File: config.mk
export PLATFORM = sky130hd
export DESIGN_NAME = draw_quad
export DESIGN_NICKNAME = d
export VERILOG_FILES = /design/src/rtl/draw_pkg.sv /design/src/rtl/draw_edge_step.sv /design/src/rtl/draw_quad.sv
export SDC_FILE = /design/constraint.sdc
export NUM_CORES = 1
export LEC_CHECK = 0
export CAP_MARGIN = 20
export CORE_MARGIN = 2
export CORE_UTILIZATION = 55
export DETAILED_ROUTE_END_ITERATION = 16
export PLACE_DENSITY = 0.77
export SYNTH_ARGS = -nofsm -noshare
export SYNTH_HDL_FRONTEND = slang
export SYNTH_SLANG_ARGS = --single-unit
File: constraint.sdc
create_clock -name clk -period 8.9 [get_ports clk]
set_input_delay 1.335 -clock clk [delete_from_list [all_inputs] [get_ports clk]]
set_output_delay 1.335 -clock clk [all_outputs]
set_load 0.03 [all_outputs]
File: src/rtl/draw_pkg.sv
// Shared state encoding and default coordinate width for the quad rasteriser.
package draw_pkg;

  localparam int CORDW_DEF = 16;

  typedef enum logic [2:0] {
    IDLE,
    INIT,
    SPAN,
    ADV,
    STEP,
    DONE
  } quad_state_t;

endpackage

File: src/rtl/draw_edge_step.sv
// Bresenham stepper for one quad edge: accumulates |dy| per column and steps y
// by its sign once per cycle while the error term has room for another dx.
module draw_edge_step import draw_pkg::*; #(
  parameter int CORDW = CORDW_DEF
) (
  input  logic                    clk,
  input  logic                    rst,
  input  logic                    init,
  input  logic                    adv,
  input  logic                    step,
  input  logic        [CORDW-1:0] dx,
  input  logic signed [CORDW:0]   dy,
  input  logic signed [CORDW-1:0] y_start,
  output logic signed [CORDW-1:0] y,
  output logic signed [CORDW-1:0] y_next,
  output logic                    need_step,
  output logic                    need_next
);

  localparam int EW = CORDW + 2;
  localparam logic signed [CORDW-1:0] One = CORDW'(1);

  logic        [EW-1:0]    err_q, err_d;
  logic        [EW-1:0]    dx_ext, dy_ext;
  logic        [CORDW-1:0] dy_abs_q, dy_abs_d;
  logic                    neg_q, neg_d;
  logic signed [CORDW-1:0] y_q, y_d;
  logic        [CORDW:0]   dy_mag;
  logic                    unused_dy_msb;

  // |dy| never exceeds 2^CORDW-1, so the magnitude's top bit is always clear.
  assign dy_mag        = dy[CORDW] ? $unsigned(-dy) : $unsigned(dy);
  assign unused_dy_msb = dy_mag[CORDW];
  assign dx_ext        = {2'b00, dx};
  assign dy_ext        = {2'b00, dy_abs_q};

  always_comb begin
    err_d    = err_q;
    y_d      = y_q;
    dy_abs_d = dy_abs_q;
    neg_d    = neg_q;
    if (init) begin
      err_d    = '0;
      y_d      = y_start;
      dy_abs_d = dy_mag[CORDW-1:0];
      neg_d    = dy[CORDW];
    end else if (adv) begin
      err_d = err_q + dy_ext;
    end else if (step) begin
      err_d = err_q - dx_ext;
      y_d   = neg_q ? y_q - One : y_q + One;
    end
  end

  assign y         = y_q;
  assign y_next    = y_d;
  assign need_step = (err_q >= dx_ext);
  assign need_next = (err_d >= dx_ext);

  always_ff @(posedge clk or posedge rst) begin
    if (rst) begin
      err_q    <= '0;
      y_q      <= '0;
      dy_abs_q <= '0;
      neg_q    <= 1'b0;
    end else begin
      err_q    <= err_d;
      y_q      <= y_d;
      dy_abs_q <= dy_abs_d;
      neg_q    <= neg_d;
    end
  end

endmodule

File: src/rtl/draw_quad.sv
// Rasterises a filled quad with vertical left/right edges, one pixel per cycle,
// column by column in ascending x and ascending y within each column.
module draw_quad import draw_pkg::*; #(
  parameter int CORDW = CORDW_DEF
) (
  input  logic                    clk,
  input  logic                    rst,
  input  logic                    start,
  input  logic                    oe,
  input  logic signed [CORDW-1:0] x0,
  input  logic signed [CORDW-1:0] y0,
  input  logic signed [CORDW-1:0] x1,
  input  logic signed [CORDW-1:0] y1,
  input  logic signed [CORDW-1:0] x2,
  input  logic signed [CORDW-1:0] y2,
  input  logic signed [CORDW-1:0] x3,
  input  logic signed [CORDW-1:0] y3,
  output logic signed [CORDW-1:0] x,
  output logic signed [CORDW-1:0] y,
  output logic                    drawing,
  output logic                    busy,
  output logic                    done
);

  localparam logic signed [CORDW-1:0] One = CORDW'(1);

  quad_state_t state_q, state_d;

  logic signed [CORDW-1:0] lx0_q, lx0_d, ly0_q, ly0_d, lx1_q, lx1_d, ly1_q, ly1_d;
  logic signed [CORDW-1:0] ly2_q, ly2_d, ly3_q, ly3_d;
  logic signed [CORDW-1:0] col_q, col_d, xend_q, xend_d, cur_y_q, cur_y_d;
  logic        [CORDW-1:0] dx_q, dx_d;

  logic                    swap;
  logic signed [CORDW-1:0] xl, xr, ytl, ytr, ybl, ybr;
  logic        [CORDW-1:0] dx_n;
  logic signed [CORDW:0]   dy_t, dy_b;

  logic signed [CORDW-1:0] yt, yb, yt_next, yb_next, span_max;
  logic                    need_t, need_b, need_next_t, need_next_b;
  logic                    unused_x;

  assign unused_x = ^{x2, x3};

  // Normalise so the left column is always the lower x; the pixel set is unchanged.
  assign swap = (lx1_q < lx0_q);
  assign xl   = swap ? lx1_q : lx0_q;
  assign xr   = swap ? lx0_q : lx1_q;
  assign ytl  = swap ? ly1_q : ly0_q;
  assign ytr  = swap ? ly0_q : ly1_q;
  assign ybl  = swap ? ly2_q : ly3_q;
  assign ybr  = swap ? ly3_q : ly2_q;
  assign dx_n = xr - xl;
  assign dy_t = {ytr[CORDW-1], ytr} - {ytl[CORDW-1], ytl};
  assign dy_b = {ybr[CORDW-1], ybr} - {ybl[CORDW-1], ybl};

  draw_edge_step #(.CORDW(CORDW)) u_top (
    .clk       (clk),
    .rst       (rst),
    .init      (state_q == INIT),
    .adv       (state_q == ADV),
    .step      ((state_q == STEP) && need_t),
    .dx        (dx_q),
    .dy        (dy_t),
    .y_start   (ytl),
    .y         (yt),
    .y_next    (yt_next),
    .need_step (need_t),
    .need_next (need_next_t)
  );

  draw_edge_step #(.CORDW(CORDW)) u_bot (
    .clk       (clk),
    .rst       (rst),
    .init      (state_q == INIT),
    .adv       (state_q == ADV),
    .step      ((state_q == STEP) && need_b),
    .dx        (dx_q),
    .dy        (dy_b),
    .y_start   (ybl),
    .y         (yb),
    .y_next    (yb_next),
    .need_step (need_b),
    .need_next (need_next_b)
  );

  assign span_max = (yt > yb) ? yt : yb;

  always_comb begin
    state_d = state_q;
    lx0_d   = lx0_q;
    ly0_d   = ly0_q;
    lx1_d   = lx1_q;
    ly1_d   = ly1_q;
    ly2_d   = ly2_q;
    ly3_d   = ly3_q;
    col_d   = col_q;
    xend_d  = xend_q;
    cur_y_d = cur_y_q;
    dx_d    = dx_q;
    unique case (state_q)
      IDLE: begin
        if (start) begin
          lx0_d   = x0;
          ly0_d   = y0;
          lx1_d   = x1;
          ly1_d   = y1;
          ly2_d   = y2;
          ly3_d   = y3;
          state_d = INIT;
        end
      end
      INIT: begin
        col_d   = xl;
        xend_d  = xr;
        dx_d    = dx_n;
        cur_y_d = (ytl < ybl) ? ytl : ybl;
        state_d = SPAN;
      end
      SPAN: begin
        if (oe) begin
          if (cur_y_q < span_max) begin
            cur_y_d = cur_y_q + One;
          end else if (col_q < xend_q) begin
            state_d = ADV;
          end else begin
            state_d = DONE;
          end
        end
      end
      ADV: begin
        col_d   = col_q + One;
        state_d = STEP;
      end
      STEP: begin
        // Leave as soon as this cycle's steps settle both edges for the column.
        if (!(need_next_t || need_next_b)) begin
          cur_y_d = (yt_next < yb_next) ? yt_next : yb_next;
          state_d = SPAN;
        end
      end
      DONE: begin
        state_d = IDLE;
      end
      default: begin
        state_d = IDLE;
      end
    endcase
  end

  always_ff @(posedge clk or posedge rst) begin
    if (rst) begin
      state_q <= IDLE;
      lx0_q   <= '0;
      ly0_q   <= '0;
      lx1_q   <= '0;
      ly1_q   <= '0;
      ly2_q   <= '0;
      ly3_q   <= '0;
      col_q   <= '0;
      xend_q  <= '0;
      cur_y_q <= '0;
      dx_q    <= '0;
    end else begin
      state_q <= state_d;
      lx0_q   <= lx0_d;
      ly0_q   <= ly0_d;
      lx1_q   <= lx1_d;
      ly1_q   <= ly1_d;
      ly2_q   <= ly2_d;
      ly3_q   <= ly3_d;
      col_q   <= col_d;
      xend_q  <= xend_d;
      cur_y_q <= cur_y_d;
      dx_q    <= dx_d;
    end
  end

  assign drawing = (state_q == SPAN) && oe;
  assign busy    = (state_q != IDLE);
  assign done    = (state_q == DONE);
  assign x       = (state_q == SPAN) ? col_q : '0;
  assign y       = (state_q == SPAN) ? cur_y_q : '0;

endmodule

==> Implementation_results.wiki, run 1 <==
{| class="wikitable"
! Metric !! Value
|-
| Final core utilization || 63.4%
|-
| Max Cap Violations || 0
|-
| Top cells by area, synth || sky130_fd_sc_hd__dfrtp_1 28%, sky130_fd_sc_hd__ha_1 12%, sky130_fd_sc_hd__a21oi_1 4.9%
|-
| Top layer used by detailed routing || met4
|-
| Total of fill cells in the finished design || 3,543
|-
| Critical setup path kind || flop to flop
|-
| Unrepaired setup endpoints after global routing || false
|-
| Via count of the first global-routing pass || 21,500
|-
| Number of DRC violations after detailed-routing iteration 0 || 2,208
|-
| Cell Pwr Density || 147 nW/um2
|-
| Worst path arrival time || 7840 ps
|-
| Final Hold Vio Count || 0
|-
| Starting density of the core || 56.0%
|-
| Clock-pin slew of the registers on the worst-case setup and hold paths || 60 ps
|-
| Area of the mapped netlist || 23,600 um2
|-
| Basic-gate share of the synthesized area counting and, or, nand and nor cells || 17.7%
|-
| # hold bufs at CTS || 0
|-
| Slew at the pin closest to its max-slew limit || 1070 ps
|-
| WL met3 || 7.24 mm
|-
| Clock Tree Buf Depth || 3
|-
| Achievable clock frequency || 135 MHz
|-
| Most used flip-flop cell after synthesis || sky130_fd_sc_hd__dfrtp_1
|-
| Weighted congestion reported at the end of routability-driven placement || 0.988
|-
| Via total after detailed routing || 22,600
|-
| Ratio of routed vias to standard cells || 6.43
|-
| Cell family contributing the most delay on the critical path || compound AO/OA/AOI/OAI gates
|-
| Slowest cell on the critical path || sky130_fd_sc_hd__dfrtp_1
|-
| Final Net Count || 3,310
|-
| Average wire length per cell after detail routing || 20.8 um
|-
| Mux cell area share after synthesis || 8.09%
|-
| Total congestion overflow after global routing || 0
|-
| Critical Path RT || 9320 ps
|-
| Critical path launch point type || flop
|-
| Remaining number of nets flagged by the antenna check after routing || 0
|-
| Count of non-filler cells in the finished layout || 3,512
|-
| Setup Skew || 13.8 ps
|-
| Post-layout minimum cycle time || 7410 ps
|-
| Count of placed standard cells including taps || 3,448
|-
| Warnings, synthesis || 0
|-
| Ports || 167
|-
| Number of buffer and inverter stages on the critical path || 2
|-
| Root cell of the clock tree || sky130_fd_sc_hd__clkbuf_16
|-
| Final max-slew violation count || 0
|-
| Total negative slack || 0 ps
|-
| Area growth syn-to-layout || 13.2%
|-
| Result of the run || finished clean
|-
| Setup violators final || 0
|-
| Die width || 211 um
|-
| HPWL after DPL || 55.4 mm
|-
| Placement Rows || 75
|-
| Crit path top cell by count || sky130_fd_sc_hd__nor2_1
|-
| Total global-route track usage || 32.7%
|-
| Share of the synthesized netlist area taken by xor and xnor gates || 6.13%
|-
| Number of synthesized register bits || 265
|-
| Aggregate routed wire length || 73.0 mm
|-
| Antenna violations before repair || 0
|-
| Combined area of the multi-input logic cells || 16,000 um2
|-
| Die footprint || 44,600 um2
|-
| Number of gates resized after cts || 0
|-
| Syn nets || 3,228
|-
| Post-synthesis share of cell area spent on full adders, half adders and majority gates || 12.5%
|-
| Post-synth top area share || 28.1%
|-
| Post-route clock period utilization || 83.3%
|-
| Antenna Cells || 0
|-
| Type of the most critical hold path || flop to flop
|-
| Port-buffer cells || 134
|-
| CTS tree || yes
|-
| Synthesized area per cell || 8.23 um2
|-
| Peak VDD IR || 0.163 mV
|-
| Share of the yosys chip area belonging to registers || 28.1%
|-
| Dominant combinational cell family by area after synthesis || compound AO/OA/AOI/OAI gates
|-
| Vert. Die Dim || 211 um
|-
| Crit-path max FO || 17
|-
| Clock tree sinks || 265
|-
| Number of enable flip-flop cells after synthesis || 0
|-
| Slew Limit Headroom || 27.8%
|-
| Sum of routed wire segments on met1 || 31.9 mm
|-
| DRT Pass-1 Iters || 6
|-
| Fraction of final layout cells with drive strength greater than 1 || 7.03%
|-
| Sequential cell area || 6630 um2
|-
| Proportion of synthesized flip-flops having asynchronous set or reset || 100%
|-
| Slack of the worst reg-to-reg path || 1490 ps
|-
| Core region area || 42,100 um2
|-
| Number of buffers inserted during clock tree synthesis || 34
|-
| Gate Count Post-Synth || 2,867
|-
| Largest registers || u_bot.err_q: 18 flops, u_top.err_q: 18 flops
|-
| Synthesized-area fraction occupied by ao, oa, aoi and oai cells || 22.9%
|-
| Endpoint class of the critical path || flop
|-
| DRC || 0
|-
| Number of buffers added for setup after CTS || 0
|-
| Clk_lat worst skew || 550 ps
|-
| Leakage power total || 12.2 nW
|-
| Maximum number of pins on one net before global-route repair || 79
|-
| H-tree lvl count || 2
|-
| Slowest cell delay on critical path || 930 ps
|-
| Cell accounting for the most synthesized area || sky130_fd_sc_hd__dfrtp_1
|-
| Global-route wire length before repair || 116 mm
|-
| Met2 routed wirelength || 32.0 mm
|-
| Number of different library cells in the post-synthesis netlist || 88
|}
final timing paths:
kind	startpoint	to	depth (start not counted)
setup / recovery	u_bot.neg_q$_DFFE_PP0P_	cur_y_q[11]$_DFFE_PP0P_	27
hold / removal	dx_q[8]$_DFFE_PP0P_	dx_q[8]$_DFFE_PP0P_	2
setup reg to reg	u_bot.neg_q$_DFFE_PP0P_	cur_y_q[11]$_DFFE_PP0P_	27
hold reg to reg	dx_q[8]$_DFFE_PP0P_	dx_q[8]$_DFFE_PP0P_	2
max in group asynchronous	rst	u_bot.dy_abs_q[12]$_DFFE_PP0P_	3
min in group asynchronous	rst	ly3_q[8]$_DFFE_PP0P_	2
stage by stage:
stage | setup slack [ps] | hold WS, ps | total power, mW | instance area [um2]
6_report | 1490 | 479 | 3.91 | 26700
2_1_floorplan | 268 | 450 | 1.99 | 23600
4_1_cts | 1760 | 481 | 3.89 | 26700
3_3_place_gp | 1970 | 465 | 2.31 | 25400
5_1_grt | 1300 | 502 | 4.06 | 26700
3_5_place_dp | 1830 | 470 | 2.34 | 25400
layout make-up:
type                            count  area share, %
Multi-Input combinational cell   2323           59.7
Clock inverter                     13          0.843
Clock buffer                       47           3.83
Inverter                          162           2.30
Sequential cell                   265           24.8
Timing Repair Buffer              163           5.94
Tap cell                          539           2.52
synthesized netlist by cell type, types with 55 or more instances:
master	count
sky130_fd_sc_hd__dfrtp_1	265
sky130_fd_sc_hd__mux2i_1	94
sky130_fd_sc_hd__inv_1	162
sky130_fd_sc_hd__xnor2_1	111
sky130_fd_sc_hd__clkbuf_1	91
sky130_fd_sc_hd__nor2_1	256
sky130_fd_sc_hd__a21o_1	76
sky130_fd_sc_hd__nand2_1	278
sky130_fd_sc_hd__mux2_2	84
sky130_fd_sc_hd__o21ai_0	194
sky130_fd_sc_hd__ha_1	223
sky130_fd_sc_hd__a21oi_1	230
sky130_fd_sc_hd__nand3_1	55
worst register-to-register path, cell delays in order, from the launching register on:
cell and delay [ps]:
sky130_fd_sc_hd__dfrtp_1 930, sky130_fd_sc_hd__ha_1 380, sky130_fd_sc_hd__a21o_1 160, sky130_fd_sc_hd__a21o_1 270, sky130_fd_sc_hd__a2111oi_0 660, sky130_fd_sc_hd__o31ai_1 230, sky130_fd_sc_hd__o41ai_1 590, sky130_fd_sc_hd__o311ai_0 270
sky130_fd_sc_hd__o21a_1 220, sky130_fd_sc_hd__nor2_1 110, sky130_fd_sc_hd__xor2_1 240, sky130_fd_sc_hd__nor2_1 110, sky130_fd_sc_hd__xnor2_1 180, sky130_fd_sc_hd__nand2_1 80, sky130_fd_sc_hd__and2_1 160, sky130_fd_sc_hd__inv_1 50
sky130_fd_sc_hd__ha_1 340, sky130_fd_sc_hd__nand4_1 110, sky130_fd_sc_hd__nor2_1 190, sky130_fd_sc_hd__nand3_1 130, sky130_fd_sc_hd__a21oi_1 130, sky130_fd_sc_hd__o31ai_1 170, sky130_fd_sc_hd__a41oi_2 490, sky130_fd_sc_hd__buf_4 360
sky130_fd_sc_hd__mux2i_1 310, sky130_fd_sc_hd__nor2_1 80, sky130_fd_sc_hd__a221oi_1 260, sky130_fd_sc_hd__a21oi_1 100
metal layers:
metal | vias up | global-route usage [%]
met4 | 0 | 9.96
met1 | 10900 | 45.8
met3 | 146 | 7.43
met5 | - | 0
li1 | 10500 | -
met2 | 1039 | 50.4
cell families (layout without fill, tap and decap cells):
kind of cell / count (synthesis) / in the layout
and+or+nand+nor: 886 / 886
AOI/OAI and AO/OA: 860 / 860
buffers and inverters: 279 / 385
DFF: 265 / 265
adders and majority gates: 233 / 233
muxes: 179 / 179
xor gates and xnor gates: 165 / 165
cells in the final DEF (no fill, tap or decap), types with 29 or more instances in the layout:
cell / n
sky130_fd_sc_hd__nand2b_1: 46
sky130_fd_sc_hd__a21oi_1: 230
sky130_fd_sc_hd__nor2b_1: 51
sky130_fd_sc_hd__mux2i_1: 94
sky130_fd_sc_hd__and2_1: 44
sky130_fd_sc_hd__mux2_2: 84
sky130_fd_sc_hd__dfrtp_1: 265
sky130_fd_sc_hd__ha_1: 223
sky130_fd_sc_hd__clkbuf_16: 37
sky130_fd_sc_hd__nand3_1: 55
sky130_fd_sc_hd__xnor2_1: 111
sky130_fd_sc_hd__nand2_1: 276
sky130_fd_sc_hd__o21ai_0: 194
sky130_fd_sc_hd__a211oi_1: 35
sky130_fd_sc_hd__xor2_1: 54
sky130_fd_sc_hd__nand4_1: 29
sky130_fd_sc_hd__nor3_1: 45
sky130_fd_sc_hd__o21bai_1: 29
sky130_fd_sc_hd__a31oi_1: 41
sky130_fd_sc_hd__a21o_1: 76
sky130_fd_sc_hd__nor2_1: 253
sky130_fd_sc_hd__o22ai_1: 34
sky130_fd_sc_hd__clkdlybuf4s50_1: 134
sky130_fd_sc_hd__inv_1: 161
sky130_fd_sc_hd__o21ai_1: 47
report_power, final:
part,total (mW),internal [mW],switching [mW]
registers,1.31,1.24,0.0663
logic,1.05,0.399,0.651
clock network,1.56,0.978,0.577
No activity file was read; power rests on OpenSTA's default activity.
==> run 2: changes to the inputs <==
--- a/config.mk
+++ b/config.mk
@@ -7,9 +7,9 @@
 export LEC_CHECK = 0
 export CAP_MARGIN = 20
 export CORE_MARGIN = 2
-export CORE_UTILIZATION = 55
+export CORE_UTILIZATION = 61
 export DETAILED_ROUTE_END_ITERATION = 16
-export PLACE_DENSITY = 0.77
+export PLACE_DENSITY = 0.81
 export SYNTH_ARGS = -nofsm -noshare
 export SYNTH_HDL_FRONTEND = slang
 export SYNTH_SLANG_ARGS = --single-unit
==> constraint.sdc (replaced) <==
create_clock -name clk -period 7.5 [get_ports clk]
set_input_delay 1.125 -clock clk [delete_from_list [all_inputs] [get_ports clk]]
set_output_delay 1.125 -clock clk [all_outputs]
set_load 0.03 [all_outputs]
==> run 2 against run 1 <==
Effect of this change: worst hold slack improved by 5.4 ps; sequential share of layout area increased by 0.091 points; count of clock-buffer cells in the layout unchanged; utilization increased by 6.0 points; flip-flop and latch count unchanged; first-iteration DRC count decreased by 13%; design area decreased by 0.37%; total power increased by 15%.
==> Implementation_results.wiki, run 2 (synthesized netlist as in run 1, its figures left out) <==
{| class="wikitable"
! Metric !! Value
|-
| Ratio of routed vias to standard cells || 6.46 (+0.52%)
|-
| Antenna violations before repair || 2 (+2)
|-
| Slew at the pin closest to its max-slew limit || 1020 ps (-49.9 ps)
|-
| Setup violators final || 0 (unchanged)
|-
| Summed area of non-filler cells in the final layout || 26,600 um2 (-0.37%)
|-
| Largest registers || u_bot.err_q: 18 flops, u_top.err_q: 18 flops
|-
| Critical Path, Cell by Cell || ha_1 > nand2_1 > or3_1 > a211o_1 > a21oi_2 > buf_4 > nor2_4 > buf_4 > mux2i_1 > o21ai_0 > ha_1 > a21o_1 > a21o_1 > a21oi_1 > nor2b_1 > o21ai_0 > nand2b_1 > a21oi_1 > a41oi_2 > buf_4 > o21ai_0 > o221ai_1 > mux2_2
|-
| Fraction of final layout cells with drive strength greater than 1 || 7.21% (+0.18 points)
|-
| Core region area || 38,400 um2 (-8.9%)
|-
| Via total after detailed routing || 22,600 (+0.12%)
|-
| Depth of the worst register-to-register path || 23 (-15%)
|-
| Overall power consumption || 4.49 mW (+15%)
|-
| Cell Pwr Density || 169 nW/um2 (+15%)
|-
| DRT Pass-1 Iters || 8 (+2)
|-
| Peak VDD IR || 0.172 mV (+6.0%)
|-
| CTS tree || yes
|-
| Final Worst Setup Slack || 591 ps (-895 ps)
|-
| Vert. Die Dim || 201 um (-5.0%)
|-
| Die footprint || 40,300 um2 (-9.7%)
|-
| Result of the run || finished clean
|-
| Starting density of the core || 61.5% (+5.5 points)
|-
| Ports || 167 (unchanged)
|-
| Most common cell after layout, fill and taps aside || sky130_fd_sc_hd__nand2_1
|-
| Final max-slew violation count || 0 (unchanged)
|-
| Total congestion overflow after global routing || 0 (unchanged)
|-
| Remaining number of nets flagged by the antenna check after routing || 0 (unchanged)
|-
| Number of DRC violations after detailed-routing iteration 0 || 1,928 (-13%)
|-
| DRC || 0 (unchanged)
|-
| Crit-path max FO || 27 (+10)
|-
| Placement Rows || 72 (-4.0%)
|-
| Weighted congestion reported at the end of routability-driven placement || 0.982 (-0.62%)
|-
| Cell family contributing the most delay on the critical path || compound AO/OA/AOI/OAI gates
|-
| Worst min-delay path startpoint || dx_q[4]$_DFFE_PP0P_
|-
| Clock tree sinks || 265 (unchanged)
|-
| Min-Delay Path Depth || 2 (unchanged)
|-
| H-tree lvl count || 2 (unchanged)
|-
| Endpoint class of the critical path || flop
|-
| Critical setup path kind || flop to flop
|-
| Count of non-filler cells in the finished layout || 3,498 (-0.40%)
|-
| Number of buffers added for setup after CTS || 0 (unchanged)
|-
| Slowest cell delay on critical path || 570 ps (-360 ps)
|-
| Count of placed standard cells including taps || 3,438 (-0.29%)
|-
| Unrepaired setup endpoints after global routing || false
|-
| Clk_lat worst skew || 550 ps (about the same)
|-
| Total global-route track usage || 35.6% (+2.9 points)
|-
| Global-route wire length before repair || 116 mm (-0.40%)
|-
| Max Cap Violations || 0 (unchanged)
|-
| # hold bufs at CTS || 0 (unchanged)
|-
| Average wire length per cell after detail routing || 20.6 um (-0.71%)
|-
| Root cell of the clock tree || sky130_fd_sc_hd__clkbuf_16
|-
| Maximum number of pins on one net before global-route repair || 158 (+100%)
|-
| Setup Skew || 24.7 ps (+11.0 ps)
|-
| Worst setup timing slack at the placement stage || 868 ps (-967 ps)
|-
| Clock Tree Buf Depth || 3 (unchanged)
|-
| Slew Limit Headroom || 31.8% (+3.9 points)
|-
| Post-layout minimum cycle time || 6910 ps (-505 ps)
|-
| Type of the most critical hold path || flop to flop
|-
| Leakage power total || 12.2 nW (-0.12%)
|-
| Worst path arrival time || 7330 ps (-510 ps)
|-
| Aggregate routed wire length || 72.2 mm (-1.1%)
|-
| Slowest cell on the critical path || sky130_fd_sc_hd__a21oi_2
|-
| Via count of the first global-routing pass || 21,600 (+0.28%)
|-
| Number of buffers inserted during clock tree synthesis || 34 (unchanged)
|-
| Commonest non-fill, non-tap cells in the layout || 276 x sky130_fd_sc_hd__nand2_1, 265 x sky130_fd_sc_hd__dfrtp_1, 253 x sky130_fd_sc_hd__nor2_1
|-
| HPWL after DPL || 55.0 mm (-0.68%)
|-
| Number of buffer and inverter stages on the critical path || 3 (+1)
|-
| Total negative slack || 0 ps (unchanged)
|-
| Port-buffer cells || 134 (unchanged)
|-
| Startpoint of the most critical register-to-register path || lx1_q[11]$_DFFE_PP0P_
|-
| Final Net Count || 3,318 (+0.24%)
|-
| Endpoint of the worst hold path || dx_q[4]$_DFFE_PP0P_
|-
| Combined area of the multi-input logic cells || 16,000 um2 (unchanged)
|-
| Cell area after placement || 25,500 um2 (+0.24%)
|-
| Sequential cell area || 6630 um2 (unchanged)
|-
| Critical path launch point type || flop
|-
| Clock-pin slew of the registers on the worst-case setup and hold paths || 60 ps (about the same)
|-
| Antenna Cells || 0 (unchanged)
|-
| Achievable clock frequency || 145 MHz (+7.3%)
|-
| Area growth syn-to-layout || 12.8%
|-
| Total of fill cells in the finished design || 3,109 (-12%)
|-
| Slack of the worst reg-to-reg path || 590 ps (-900 ps)
|-
| Destination of the worst register-to-register timing path || cur_y_q[0]$_DFFE_PP0P_
|-
| Critical Path RT || 7920 ps (-1400 ps)
|-
| Final Hold Vio Count || 0 (unchanged)
|-
| Post-route clock period utilization || 92.1% (+8.8 points)
|-
| Die width || 201 um (-5.0%)
|-
| Number of gates resized after cts || 0 (unchanged)
|}
[run 2: how the worst max path moves through the flow]
stage | from | to | slack (ps) | cells past startpoint
CTS | u_bot.neg_q$_DFFE_PP0P_ | cur_y_q[0]$_DFFE_PP0P_ | 770 | 27
finish | lx1_q[11]$_DFFE_PP0P_ | cur_y_q[0]$_DFFE_PP0P_ | 590 | 23
detailed placement | u_bot.neg_q$_DFFE_PP0P_ | cur_y_q[0]$_DFFE_PP0P_ | 870 | 27
global route | u_bot.neg_q$_DFFE_PP0P_ | cur_y_q[3]$_DFFE_PP0P_ | 140 | 27
global placement | u_bot.neg_q$_DFFE_PP0P_ | cur_y_q[3]$_DFFE_PP0P_ | 1050 | 27
floorplan | u_top.err_q[0]$_DFF_PP0_ | cur_y_q[12]$_DFFE_PP0P_ | 1280 | 31
[run 2: through the flow]
step           utilization [%]  hold slack, ps
2_1_floorplan                -             450
3_3_place_gp              66.4             467
3_5_place_dp              66.4             474
4_1_cts                   69.3             487
5_1_grt                   69.4             516
6_report                  69.4             485
[run 2: power breakdown]
part	total (mW)	leakage, nW	switching [mW]	internal, mW
Combinational	1.24	8.12	0.766	0.475
Sequential	1.56	3.50	0.0814	1.48
Clock	1.70	0.566	0.669	1.03
Total	4.49	12.2	1.52	2.98
[run 2: tightest hold or removal path, stage by stage (launching register included)]
cell and delay, ps:
sky130_fd_sc_hd__dfrtp_1 340, sky130_fd_sc_hd__nand2_1 50, sky130_fd_sc_hd__o21ai_0 60
[run 2: cell type report]
cell class	instances	area share [%]
multi-input cells	2323	59.9
flip-flops and latches	265	24.9
repair buffers	171	6.13
clock buffers	47	3.72
well taps	518	2.44
inverters	162	2.30
clock inverters	12	0.550
[run 2: routing by layer]
layer / part of all wire, % / GRT usage [%] / vias up
li1: - / - / 10500
met1: 43 / 49.2 / 10800
met2: 44 / 55.6 / 1055
met3: 9.6 / 7.32 / 183
met4: 3.5 / 12.7 / 4
met5: 0.035 / 0 / -
